### src/rtl/cpu_oci_dct_unpacker.sv
// Consumer end of the OCI trace compression buffer: unpacks buffer words into a
// one-code-per-cycle stream and turns test_ending into a drained test_has_ended.
module cpu_oci_dct_unpacker #(
    parameter int unsigned CODE_W    = 2,
    parameter int unsigned NUM_CODES = 15,
    parameter int unsigned BUF_W     = 30,
    parameter int unsigned CNT_W     = 4,
    parameter int unsigned TOT_W     = 32
) (
    input  logic              clk,
    input  logic              reset,
    input  logic              in_valid,
    output logic              in_ready,
    input  logic [BUF_W-1:0]  dct_buffer,
    input  logic [CNT_W-1:0]  dct_count,
    output logic              out_valid,
    input  logic              out_ready,
    output logic [CODE_W-1:0] out_code,
    output logic              out_last,
    input  logic              test_ending,
    output logic              test_has_ended,
    output logic [TOT_W-1:0]  code_total,
    output logic [15:0]       empty_words
);

    typedef enum logic [1:0] {RUN, DRAIN, ENDED} state_t;

    state_t           state;
    state_t           state_next;
    logic             started;
    logic [BUF_W-1:0] sr;
    logic [CNT_W-1:0] rc;
    logic [BUF_W-1:0] pr;
    logic [CNT_W-1:0] pr_cnt;
    logic             pr_valid;
    logic [BUF_W-1:0] in_masked;
    logic             accept;
    logic             accept_word;
    logic             fire;
    logic             sr_free;

    assign in_ready       = started && !pr_valid && (state == RUN);
    assign out_valid      = (rc != '0);
    assign out_code       = sr[CODE_W-1:0];
    assign out_last       = (rc == CNT_W'(1));
    assign test_has_ended = (state == ENDED);

    assign accept      = in_valid && in_ready;
    assign accept_word = accept && (dct_count != '0);
    assign fire        = out_valid && out_ready;
    assign sr_free     = (rc == '0) || ((rc == CNT_W'(1)) && fire);

    // Slots beyond dct_count are zeroed so the shift register never carries stale codes.
    always_comb begin
        in_masked = '0;
        for (int unsigned i = 0; i < NUM_CODES; i++) begin
            if (i < 32'(dct_count)) begin
                in_masked[i*CODE_W +: CODE_W] = dct_buffer[i*CODE_W +: CODE_W];
            end
        end
    end

    always_comb begin
        state_next = state;
        case (state)
            RUN:     if (test_ending) state_next = DRAIN;
            DRAIN:   if ((rc == '0) && !pr_valid) state_next = ENDED;
            ENDED:   state_next = ENDED;
            default: state_next = RUN;
        endcase
    end

    always_ff @(posedge clk or posedge reset) begin
        if (reset) begin
            state   <= RUN;
            started <= 1'b0;
        end else begin
            state   <= state_next;
            started <= 1'b1;
        end
    end

    // A pending word takes priority for a freed SR; in_ready is low whenever PR holds one.
    always_ff @(posedge clk or posedge reset) begin
        if (reset) begin
            sr       <= '0;
            rc       <= '0;
            pr       <= '0;
            pr_cnt   <= '0;
            pr_valid <= 1'b0;
        end else begin
            if (sr_free) begin
                if (pr_valid) begin
                    sr       <= pr;
                    rc       <= pr_cnt;
                    pr_valid <= 1'b0;
                end else if (accept_word) begin
                    sr <= in_masked;
                    rc <= dct_count;
                end else if (fire) begin
                    sr <= sr >> CODE_W;
                    rc <= rc - CNT_W'(1);
                end
            end else begin
                if (fire) begin
                    sr <= sr >> CODE_W;
                    rc <= rc - CNT_W'(1);
                end
                if (accept_word) begin
                    pr       <= in_masked;
                    pr_cnt   <= dct_count;
                    pr_valid <= 1'b1;
                end
            end
        end
    end

    always_ff @(posedge clk or posedge reset) begin
        if (reset) begin
            code_total  <= '0;
            empty_words <= '0;
        end else begin
            if (fire && !(&code_total)) begin
                code_total <= code_total + TOT_W'(1);
            end
            if (accept && (dct_count == '0) && !(&empty_words)) begin
                empty_words <= empty_words + 16'd1;
            end
        end
    end

endmodule

### config.mk
export PLATFORM = sky130hd
export DESIGN_NAME = cpu_oci_dct_unpacker
export DESIGN_NICKNAME = d
export VERILOG_FILES = /design/src/rtl/cpu_oci_dct_unpacker.sv
export SDC_FILE = /design/constraint.sdc
export NUM_CORES = 1
export LEC_CHECK = 0
export BUFFER_PORTS_ARGS = -buffer_cell sky130_fd_sc_hd__buf_2
export CORE_MARGIN = 2
export CORE_UTILIZATION = 35
export CTS_BUF_LIST = sky130_fd_sc_hd__clkbuf_8 sky130_fd_sc_hd__clkbuf_16
export CTS_CLUSTER_SIZE = 30
export DETAILED_ROUTE_END_ITERATION = 10
export GPL_TIMING_DRIVEN = 1
export HOLD_SLACK_MARGIN = 0.12
export PLACE_DENSITY = 0.54
export REMOVE_ABC_BUFFERS = 1
export SETUP_SLACK_MARGIN = 0.15
export SLEW_MARGIN = 20
export SYNTH_ARGS = -nofsm -noshare
export SYNTH_HDL_FRONTEND = slang
export SYNTH_SLANG_ARGS = --single-unit
export TNS_END_PERCENT = 50
### constraint.sdc
create_clock -name clk -period 8.8 [get_ports clk]
set_clock_uncertainty 0.1 [all_clocks]
set_input_delay 0.44 -clock clk [delete_from_list [all_inputs] [get_ports clk]]
set_output_delay 0.44 -clock clk [all_outputs]
set_load 0.02 [all_outputs]
==> results.sh, run 1 <==
export IMPL_status="finished, final reports clean"
export IMPL_timing_final_ws_setup_ns=5.492
export IMPL_reg2reg_to="pr_cnt[1]"
export IMPL_max_stage_delay_ns=0.91
export IMPL_drc_errors=0
export IMPL_post_place_ws_ns=5.250
export IMPL_cp_start_kind="flop"
export IMPL_synth_edf_count=0
export IMPL_path_clk_slew_ns=0.06
export IMPL_rows=47
export IMPL_avgSynthCellArea_sq_um=10.28
export IMPL_holdWs_ns=0.1789
export IMPL_grt_setup_unrepaired="no"
export IMPL_cp_arrival_ns=3.50
export IMPL_viasPerCell=5.214
export IMPL_grt_pass1_vias=4741
export IMPL_insertion_delay_ns=0.42
export IMPL_initial_core_util_pct=35.90
export IMPL_min_path_cells=2
export IMPL_setup_violations=0
export IMPL_syn_to_final_growth_pct=20.19
export IMPL_drv_cap=0
export IMPL_synth_distinct_cells=57
export IMPL_power_share_clock_pct=34.8
export IMPL_worst_slew_pin_slew_ns=0.8298
export IMPL_tns_ns=0
export IMPL_io_buffers=92
export IMPL_path_class="flop to flop"
export IMPL_power_density_nw_per_um2=285.4
export IMPL_fp_dieH_microns=134.7
export IMPL_fin_nets=712
export IMPL_syn_area_sq_um=5974
export IMPL_path_buf_inv=1
export IMPL_drt_wirelength_per_cell_microns=16.27
export IMPL_p_leak_uw=0.003459
export IMPL_place_hpwl_mm=9.749
export IMPL_final_common_cell="dfrtp_1"
export IMPL_ys_seq_area_share_pct=50.26
export IMPL_cts_max_level=4
export IMPL_drtAntennaViolNets=0
export IMPL_finalCritPeriodShare_pct=37.59
export IMPL_grt_util_all_layers_pct=16.97
export IMPL_netlist_instances=581
export IMPL_register_area_sq_um=3004
export IMPL_place_area_sq_um=6560
export IMPL_cp_required_ns=8.99
export IMPL_timing_rr_start="pr_valid"
export IMPL_yosys_warnings=0
export IMPL_ys_flop_type="dfrtp_1"
export IMPL_io_pins=93
export IMPL_fmax_mhz=302.3
export IMPL_diodes=0
export IMPL_crit_path_max_fanout=46
export IMPL_hold_start="dct_buffer[0]"
export IMPL_antenna_found_initial=0
export IMPL_fp_dieW_microns=134.7
export IMPL_hold_path_endpoint="pr[0]"
export IMPL_cts_tree="done"
export IMPL_grt_max_degree=66
export IMPL_ff2ff_setup_slack_ns=5.49
export IMPL_internal_power_uw=1379
export IMPL_reg2regPathDepth=5
export IMPL_routed_wl_mm=14.61
export IMPL_place_congestion=0.7615
export IMPL_core_area_sq_um=16640
export IMPL_clock_sinks=120
export IMPL_vias=4682
export IMPL_ys_async_sr_fraction_pct=100.0
export IMPL_peakVddDrop_v=0.0001440
export IMPL_drt_iter0_markers=270
export IMPL_grt_pass1_wl_mm=24.35
export IMPL_drt_pass1_iterations=5
export IMPL_critical_path_slowest_cell="and4b_1"
export IMPL_netSwitchingPower_uw=670.3
export IMPL_p_seq_share_pct=39.9
export IMPL_critPathTopFamily="simple AND/OR/NAND/NOR gates"
export IMPL_final_hold_viol_count=0
export IMPL_worstSetupEndpointType="flop"
export IMPL_cp_cell_sequence="and4b_1 > and2_4 > nand2_1 > buf_4 > mux2_1"
export IMPL_min_period_ns=3.308
export IMPL_ys_seq_elements=120
export IMPL_drv_slew=0
export IMPL_cts_path_max_buffers=2
export IMPL_cts_made_buffers=17
export IMPL_design_area_sq_um=7181
export IMPL_p_comb_share_pct=25.3
export IMPL_p_sw_share_pct=32.71
export IMPL_multi_input_area_sq_um=2725
export IMPL_drive_gt1_share_pct=22.86
export IMPL_cts_root_buf="clkbuf_16"
export IMPL_hold_class="input port to flop"
export IMPL_dieArea_sq_um=18130
export IMPL_num_fill_cells=1612
export IMPL_final_cell_mix="dfrtp_1 (119), buf_2 (92), nand2_1 (82)"
export IMPL_grt_ovfl_total=0
export IMPL_cts_resized=0
export IMPL_relSlewSlack_pct=44.68
synthesized netlist by cell type (all sizes together), types with 5 or more instances:
master	n	area, sq um
nand4	16	100.1
dfrtp	120	3003
nand3	12	60.06
mux2i	24	240.2
nor2	23	86.33
nand2	83	314.1
nor4	9	62.56
clkbuf	15	56.30
ha	8	100.1
and2	7	46.30
nor3	16	96.35
inv	14	52.55
xnor2	18	165.2
o21a	5	45.04
and4	5	43.79
buf	18	133.9
or2	7	46.30
a32oi	22	192.7
a22oi	6	45.04
mux2	13	146.4
o22ai	31	206.4
a21oi	16	80.08
o21ai	38	190.2
xor2	25	219.0
metrics by stage:
step | utilization [%] | cells | total power [uW]
floorplan | - | 548 | 1168
global placement | 39.42 | 865 | 1328
detailed placement | 39.42 | 865 | 1345
CTS | 43.14 | 898 | 2068
global route | 43.15 | 898 | 2176
finish | 43.15 | 898 | 2050
sequential cells by signal (all words and copies together) (netlist names):
signal and cells:
code_total 32, empty_words 16, pr 30, pr_cnt 4
pr_valid 1, rc 4, sr 30, started 1
state 2
how the worst max path moves through the flow:
stage	startpoint	cells after the start	slack [ns]	endpoint
floorplan	reset	1	5.07	code_total[0]
global placement	pr_valid	5	5.37	pr[26]
detailed placement	pr_valid	5	5.25	pr_cnt[3]
CTS	pr_valid	5	5.24	pr_cnt[3]
global route	pr_valid	5	5.26	pr_cnt[3]
finish	pr_valid	5	5.49	pr_cnt[1]
layer usage:
| layer | wire (microns) | global-route usage, % | up-vias |
|---|---|---|---|
| met5 | 0 | 0 | - |
| met4 | 140 | 5.029 | 0 |
| li1 | - | - | 2260 |
| met1 | 6821 | 22.87 | 2285 |
| met2 | 6980 | 26.90 | 120 |
| met3 | 665 | 4.505 | 17 |
cell type report:
cell class	instances	share of cell area (%)
Sequential cell	120	41.84
Multi-Input combinational cell	413	37.95
Timing Repair Buffer	98	7.074
Clock buffer	21	6.691
Tap cell	220	3.833
Clock inverter	11	1.795
Inverter	15	0.8190
kinds of logic after synthesis:
family	count (synthesis)	synth area share, %
other	1	0.06277
and+or+nand+nor	199	17.11
adders and majority gates	8	1.675
DFF	120	50.26
buffers and inverters	48	4.126
AOI/OAI and AO/OA	125	13.86
xor gates and xnor gates	43	6.429
muxes	37	6.471
power groups by stage:
| stage | clock network, uW | registers (uW) | logic (uW) |
|---|---|---|---|
| 2_1_floorplan | 0 | 817 | 351 |
| 3_3_place_gp | 0 | 821 | 508 |
| 3_5_place_dp | 0 | 826 | 519 |
| 4_1_cts | 728 | 817 | 522 |
| 5_1_grt | 761 | 836 | 579 |
| 6_report | 714 | 817 | 518 |
timing repair:
action,4_1_cts,5_1_grt
hold buffers,1,0
endpoints found under the hold margin,55,0
buffers inserted,0,0
No activity file was read; power rests on OpenSTA's default activity.
==> inputs of run 2 (changes only) <==
--- a/config.mk
+++ b/config.mk
@@ -5,6 +5,7 @@
 export SDC_FILE = /design/constraint.sdc
 export NUM_CORES = 1
 export LEC_CHECK = 0
+export ABC_AREA = 1
 export BUFFER_PORTS_ARGS = -buffer_cell sky130_fd_sc_hd__buf_2
 export CORE_MARGIN = 2
 export CORE_UTILIZATION = 35
@@ -13,7 +14,7 @@
 export DETAILED_ROUTE_END_ITERATION = 10
 export GPL_TIMING_DRIVEN = 1
 export HOLD_SLACK_MARGIN = 0.12
-export PLACE_DENSITY = 0.54
+export PLACE_DENSITY = 0.53
 export REMOVE_ABC_BUFFERS = 1
 export SETUP_SLACK_MARGIN = 0.15
 export SLEW_MARGIN = 20
==> constraint.sdc (replaced) <==
create_clock -name clk -period 3.3 [get_ports clk]
set_clock_uncertainty 0.1 [all_clocks]
set_input_delay 0.165 -clock clk [delete_from_list [all_inputs] [get_ports clk]]
set_output_delay 0.165 -clock clk [all_outputs]
set_load 0.02 [all_outputs]
==> run 2 against run 1 <==
Final cell count is 55% higher; fmax is 40% higher; clock-buffer cell count stayed put; worst setup slack worse by 4.6 ns; area after synthesis is 16% higher; first-iteration DRC count is 84% higher; hold slack better by 0.016 ns; critical path depth is 4 higher; clock power grew to 2.8 times the previous value; cell area is 20% higher; largest cell class is now multi-input combinational cells.
==> results.sh, run 2 <==
export IMPL_max_stage_delay_ns=0.38
export IMPL_finalCritPeriodShare_pct=71.66
export IMPL_final_common_cell="nand2_1"
export IMPL_ys_seq_area_share_pct=43.50
export IMPL_routed_wl_mm=19.20
export IMPL_fp_dieH_microns=144.4
export IMPL_netSwitchingPower_uw=1916
export IMPL_cp_start_kind="flop"
export IMPL_insertion_delay_ns=0.42
export IMPL_io_pins=93
export IMPL_ys_async_sr_fraction_pct=100.0
export IMPL_grt_max_degree=65
export IMPL_critical_path_slowest_cell="dfrtp_1"
export IMPL_fmax_mhz=422.9
export IMPL_p_sw_share_pct=33.99
export IMPL_place_hpwl_mm=13.24
export IMPL_antenna_found_initial=0
export IMPL_drt_pass1_iterations=5
export IMPL_largest_register="code_total"
export IMPL_cp_required_ns=3.48
export IMPL_peakVddDrop_v=0.0003743
export IMPL_dieArea_sq_um=20860
export IMPL_grt_setup_unrepaired="no"
export IMPL_cts_root_buf="clkbuf_16"
export IMPL_diodes=0
export IMPL_drt_wirelength_per_cell_microns=13.79
export IMPL_synth_common_cells="nand2_1 (437), dfrtp_1 (120), nor2_1 (92)"
export IMPL_viasPerCell=4.603
export IMPL_p_comb_share_pct=27.5
export IMPL_largest_reg_flops=32
export IMPL_rows=51
export IMPL_relSlewSlack_pct=49.41
export IMPL_grt_util_all_layers_pct=19.23
export IMPL_finish_utilization_pct=44.51
export IMPL_cp_arrival_ns=2.54
export IMPL_drtAntennaViolNets=0
export IMPL_reg_top3="code_total x32, pr x30, sr x30"
export IMPL_worstSetupEndpointType="flop"
export IMPL_power_uw=5638
export IMPL_drc_errors=0
export IMPL_cts_path_max_buffers=2
export IMPL_cts_resized=0
export IMPL_num_fill_cells=2046
export IMPL_final_cell_mix="nand2_1 (437), dfrtp_1 (120), nor2_1 (92), buf_2 (92), inv_1 (78)"
export IMPL_synth_most_common_cell="nand2_1"
export IMPL_internal_power_uw=3722
export IMPL_hold_class="input port to flop"
export IMPL_grt_pass1_vias=6043
export IMPL_worst_slew_pin_slew_ns=0.7588
export IMPL_cts_hold_buffers_added=44
export IMPL_drive_gt1_share_pct=13.58
export IMPL_cts_tree="done"
export IMPL_syn_area_sq_um=6903
export IMPL_cts_made_buffers=17
export IMPL_syn_to_final_growth_pct=25.09
export IMPL_p_leak_uw=0.004297
export IMPL_crit_path_max_fanout=45
export IMPL_synth_top_cell_area_share_pct=43.50
export IMPL_vias=6408
export IMPL_avgSynthCellArea_sq_um=6.987
export IMPL_io_buffers=92
export IMPL_cts_setup_buffers=0
export IMPL_initial_core_util_pct=35.58
export IMPL_yosysTopAreaCell="dfrtp_1"
export IMPL_crit_top_cell="nand2_1"
export IMPL_cts_max_level=4
export IMPL_netlist_instances=988
export IMPL_ys_seq_elements=120
export IMPL_path_class="flop to flop"
export IMPL_p_seq_share_pct=37.1
export IMPL_path_clk_slew_ns=0.06
export IMPL_power_density_nw_per_um2=652.9
export IMPL_fp_dieW_microns=144.4
export IMPL_clock_sinks=120
export IMPL_synthTopCellsByArea="dfrtp_1 (44%), nand2_1 (24%), o21ai_0 (5.1%)"
export IMPL_grt_ovfl_total=0
export IMPL_grt_pass1_wl_mm=31.24
export IMPL_drt_iter0_markers=498
export IMPL_status="finished, final reports clean"
export IMPL_ys_flop_type="dfrtp_1"
export IMPL_final_hold_viol_count=0
export IMPL_setup_violations=0
export IMPL_place_congestion=0.8660
export IMPL_synth_edf_count=0
export IMPL_synth_distinct_cells=33
export IMPL_fin_nets=1163
export IMPL_min_period_ns=2.365
export IMPL_cp_cell_sequence="inv_1 > ha_1 > nand2_1 > nor2_4 > nand3_4 > nor2_8 > inv_2 > nand2_1 > o21ai_1"
export IMPL_core_area_sq_um=19400
export IMPL_drv_cap=0
export IMPL_yosys_warnings=0
export IMPL_power_share_clock_pct=35.4
export IMPL_drv_slew=0
-- run 2: cell families after synthesis --
kind of cell	count (synthesis)	synth area share [%]
other cells	1	0.05433
simple gates	591	34.93
flops	120	43.50
buf+inv	116	7.341
fa+ha+maj	8	1.450
xor+xnor	27	3.426
compound gates	125	9.299
-- run 2: area by class of cell --
class	count	area [sq um]	area share (%)
Timing Repair Buffer	142	958.4	11.10
Clock inverter	9	148.9	1.724
Inverter	83	319.1	3.695
Tap cell	265	331.6	3.840
Multi-Input combinational cell	752	3393	39.30
Clock buffer	21	480.5	5.564
Sequential cell	120	3003	34.78
-- run 2: metrics by stage --
step / area (sq um) / setup WS, ns / hold slack, ns / instances / setup TNS (ns)
2_1_floorplan: 6713 / -0.1508 / 0.2127 / 955 / -18.10
3_3_place_gp: 7565 / 0.9933 / 0.2595 / 1318 / 0
3_5_place_dp: 7565 / 0.9617 / 0.2592 / 1318 / 0
4_1_cts: 8635 / 0.9483 / 0.1829 / 1392 / 0
5_1_grt: 8635 / 0.6888 / 0.2116 / 1392 / 0
6_report: 8635 / 0.9352 / 0.1953 / 1392 / 0
-- run 2: routing by layer --
metal  vias to the layer above  global-route usage, %  part of all wire, %
li1                       3328                      -                    -
met1                      2906                  26.99                   48
met5                         -                      0                    0
met2                       146                  29.46                   45
met4                         0                  6.387                  1.8
met3                        28                  4.172                  4.8
-- run 2: worst paths after layout --
| path | from | endpoint | slack, ns | cells past startpoint |
|---|---|---|---|---|
| max reg2reg | state[0] | pr[6] | 0.94 | 9 |
| min reg2reg | pr[1] | pr[1] | 0.38 | 2 |
| max in group asynchronous | reset | pr[12] | 1.97 | 4 |
| max | state[0] | pr[6] | 0.94 | 9 |
| min | in_valid | pr_valid | 0.20 | 3 |
| min in group asynchronous | reset | empty_words[5] | 0.34 | 3 |
-- run 2: critical path: cells and delay by family, from the launching register on --
| kind | cells | cell delay (ns) |
|---|---|---|
| AO/OA/AOI/OAI | 1 | 0.07 |
| adder cells (fa/ha/maj) | 1 | 0.19 |
| buffers and inverters | 2 | 0.48 |
| flip-flops | 1 | 0.38 |
| AND/OR/NAND/NOR | 5 | 0.99 |
-- run 2: power by group through the flow --
| stage | clock network (uW) | registers [uW] | logic [uW] |
|---|---|---|---|
| after floorplan | 0 | 2140 | 1000 |
| after global placement | 0 | 2110 | 1500 |
| after detailed placement | 0 | 2110 | 1520 |
| after CTS | 2030 | 2090 | 1560 |
| after global routing | 2100 | 2140 | 1800 |
| final | 2000 | 2090 | 1550 |
==> inputs of run 3 (changes only) <==
==> constraint.sdc (replaced) <==
create_clock -name clk -period 2.3 [get_ports clk]
set_clock_uncertainty 0.1 [all_clocks]
set_input_delay 0.115 -clock clk [delete_from_list [all_inputs] [get_ports clk]]
set_output_delay 0.115 -clock clk [all_outputs]
set_load 0.02 [all_outputs]
==> run 3 against run 2 <==
Critical endpoint is now code_total[4]; via count is 1.2% higher; worst setup slack worse by 0.58 ns; clock power is 26% higher; clock-buffer cell count is 4 lower; routed wire length is 0.86% lower; hold slack worse by 0.065 ns; first-iteration DRC count is 28% lower.
==> results.sh, run 3 (synthesis results as in run 2) <==
export IMPL_finalNonFillerCells=1412
export IMPL_initial_core_util_pct=35.58
export IMPL_crit_path_max_fanout=27
export IMPL_multi_input_area_sq_um=3401
export IMPL_drv_slew=0
export IMPL_use_met2_pct=31.80
export IMPL_worst_slew_pin_slew_ns=0.6517
export IMPL_power_density_nw_per_um2=891.4
export IMPL_relSlewSlack_pct=56.55
export IMPL_drtAntennaViolNets=0
export IMPL_cp_arrival_ns=2.20
export IMPL_cp_cell_sequence="inv_1 > ha_1 > nand3_2 > nand2_2 > inv_2 > nand2_8 > inv_6 > nand2_1 > nand2_1"
export IMPL_drt_iter0_markers=361
export IMPL_place_hpwl_mm=13.49
export IMPL_critical_path_slowest_cell="dfrtp_1"
export IMPL_largest_reg_flops=32
export IMPL_clock_sinks=120
export IMPL_cp_start_kind="flop"
export IMPL_fp_dieH_microns=144.4
export IMPL_drt_wirelength_per_cell_microns=13.48
export IMPL_drv_cap=0
export IMPL_grt_max_degree=47
export IMPL_final_hold_viol_count=0
export IMPL_cts_path_max_buffers=2
export IMPL_path_buf_inv=3
export IMPL_final_cell_mix="nand2_1 (437), dfrtp_1 (120), nor2_1 (92), buf_2 (92), inv_1 (77)"
export IMPL_vias=6483
export IMPL_grt_ovfl_total=0
export IMPL_register_area_sq_um=3003
export IMPL_drive_gt1_share_pct=15.08
export IMPL_path_class="flop to flop"
export IMPL_fin_nets=1181
export IMPL_diodes=0
export IMPL_cts_tree="done"
export IMPL_antenna_found_initial=0
export IMPL_crit_top_cell="nand2_1"
export IMPL_cts_max_level=4
export IMPL_num_fill_cells=2001
export IMPL_io_pins=93
export IMPL_setup_violations=0
export IMPL_largest_register="code_total"
export IMPL_grt_pass1_wl_mm=31.52
export IMPL_min_period_ns=1.948
export IMPL_finalCritPeriodShare_pct=84.70
export IMPL_grtUsageMet3_pct=3.642
export IMPL_cts_root_buf="clkbuf_16"
export IMPL_rows=51
export IMPL_dieArea_sq_um=20860
export IMPL_place_area_sq_um=7722
export IMPL_drt_pass1_iterations=8
export IMPL_dp_cells=1334
export IMPL_viasPerCell=4.591
export IMPL_status="finished, final reports clean"
export IMPL_cts_setup_buffers=0
export IMPL_worstSetupEndpointType="flop"
export IMPL_core_area_sq_um=19400
export IMPL_grt_use_met1_pct=26.16
export IMPL_max_stage_delay_ns=0.37
export IMPL_p_leak_uw=0.004352
export IMPL_gr_max_usage_layer="met2"
export IMPL_routed_wl_mm=19.03
export IMPL_path_clk_slew_ns=0.06
export IMPL_power_uw=7800
export IMPL_fmax_mhz=513.3
export IMPL_place_congestion=0.8486
export IMPL_cts_made_buffers=17
export IMPL_peakVddDrop_v=0.0005285
export IMPL_tns_ns=0
export IMPL_io_buffers=92
export IMPL_design_area_sq_um=8750
export IMPL_grt_pass1_vias=6157
export IMPL_cp_required_ns=2.55
export IMPL_grt_setup_unrepaired="no"
export IMPL_grt_util_all_layers_pct=19.52
export IMPL_fp_dieW_microns=144.4
export IMPL_drc_errors=0
export IMPL_insertion_delay_ns=0.42
export IMPL_syn_to_final_growth_pct=26.75
export IMPL_final_common_cell="nand2_1"
export IMPL_hold_class="input port to flop"
export IMPL_reg_top3="code_total x32, pr x30, sr x30"
export IMPL_critPathTopFamily="buffers and inverters"
-- run 3: cell types whose count changed in the layout (fill, tap and decap cells not counted), sizes merged --
cell,delta
buf,+16
bufinv,-3
clkbuf,-4
clkinv,+5
clkinvlp,+3
dlygate4sd3,+2
inv,+1
-- run 3: tightest hold or removal path, stage by stage --
cell     delay (ns)
buf_2          0.13
nand2_2        0.15
o21ai_0        0.10
nand2_1        0.07
nand2_1        0.05
-- run 3: final cells by class --
cell class | instances | area share (%)
Clock buffer | 17 | 4.862
Clock inverter | 15 | 1.502
Inverter | 83 | 3.675
Multi-Input combinational cell | 752 | 38.87
Sequential cell | 120 | 34.32
Tap cell | 265 | 3.790
Timing Repair Buffer | 160 | 12.98
-- run 3: timing repair --
item | CTS | global route
hold buffers | 46 | 0
endpoints found under the setup margin | 0 | 37
resized for setup | 0 | 3
hold endpoints to repair | 110 | 0
-- run 3: metal layers --
metal,wire (microns),part of all wire (%)
met5,0,0
met1,9077,48
met3,704,3.7
met4,317,1.7
met2,8931,47
-- run 3: path summary, 6_finish.rpt --
path,start,to,slack [ns],cells after the start
max,rc[0],code_total[4],0.35,9
min reg2reg,pr[1],pr[1],0.37,2
min,in_valid,rc[1],0.13,5
max in group asynchronous,reset,code_total[23],1.24,4
min in group asynchronous,reset,empty_words[9],0.24,3
max reg2reg,rc[0],code_total[4],0.35,9
-- run 3: power breakdown --
part	total, uW	switching (uW)	leakage (uW)	internal [uW]
Sequential	3010	334	0.00160	2670
Combinational	2290	1470	0.00248	821
Clock	2510	1020	0.000267	1480
Total	7800	2820	0.00435	4980
-- run 3: through the flow --
stage | setup slack, ns | utilization, % | hold slack, ns
2_1_floorplan | -1.101 | - | 0.1627
6_report | 0.3520 | 45.10 | 0.1301
3_5_place_dp | 0.2004 | 39.81 | 0.1646
3_3_place_gp | 0.2141 | 39.81 | 0.1630
5_1_grt | 0.1648 | 45.10 | 0.1688
4_1_cts | 0.1684 | 45.05 | 0.1250
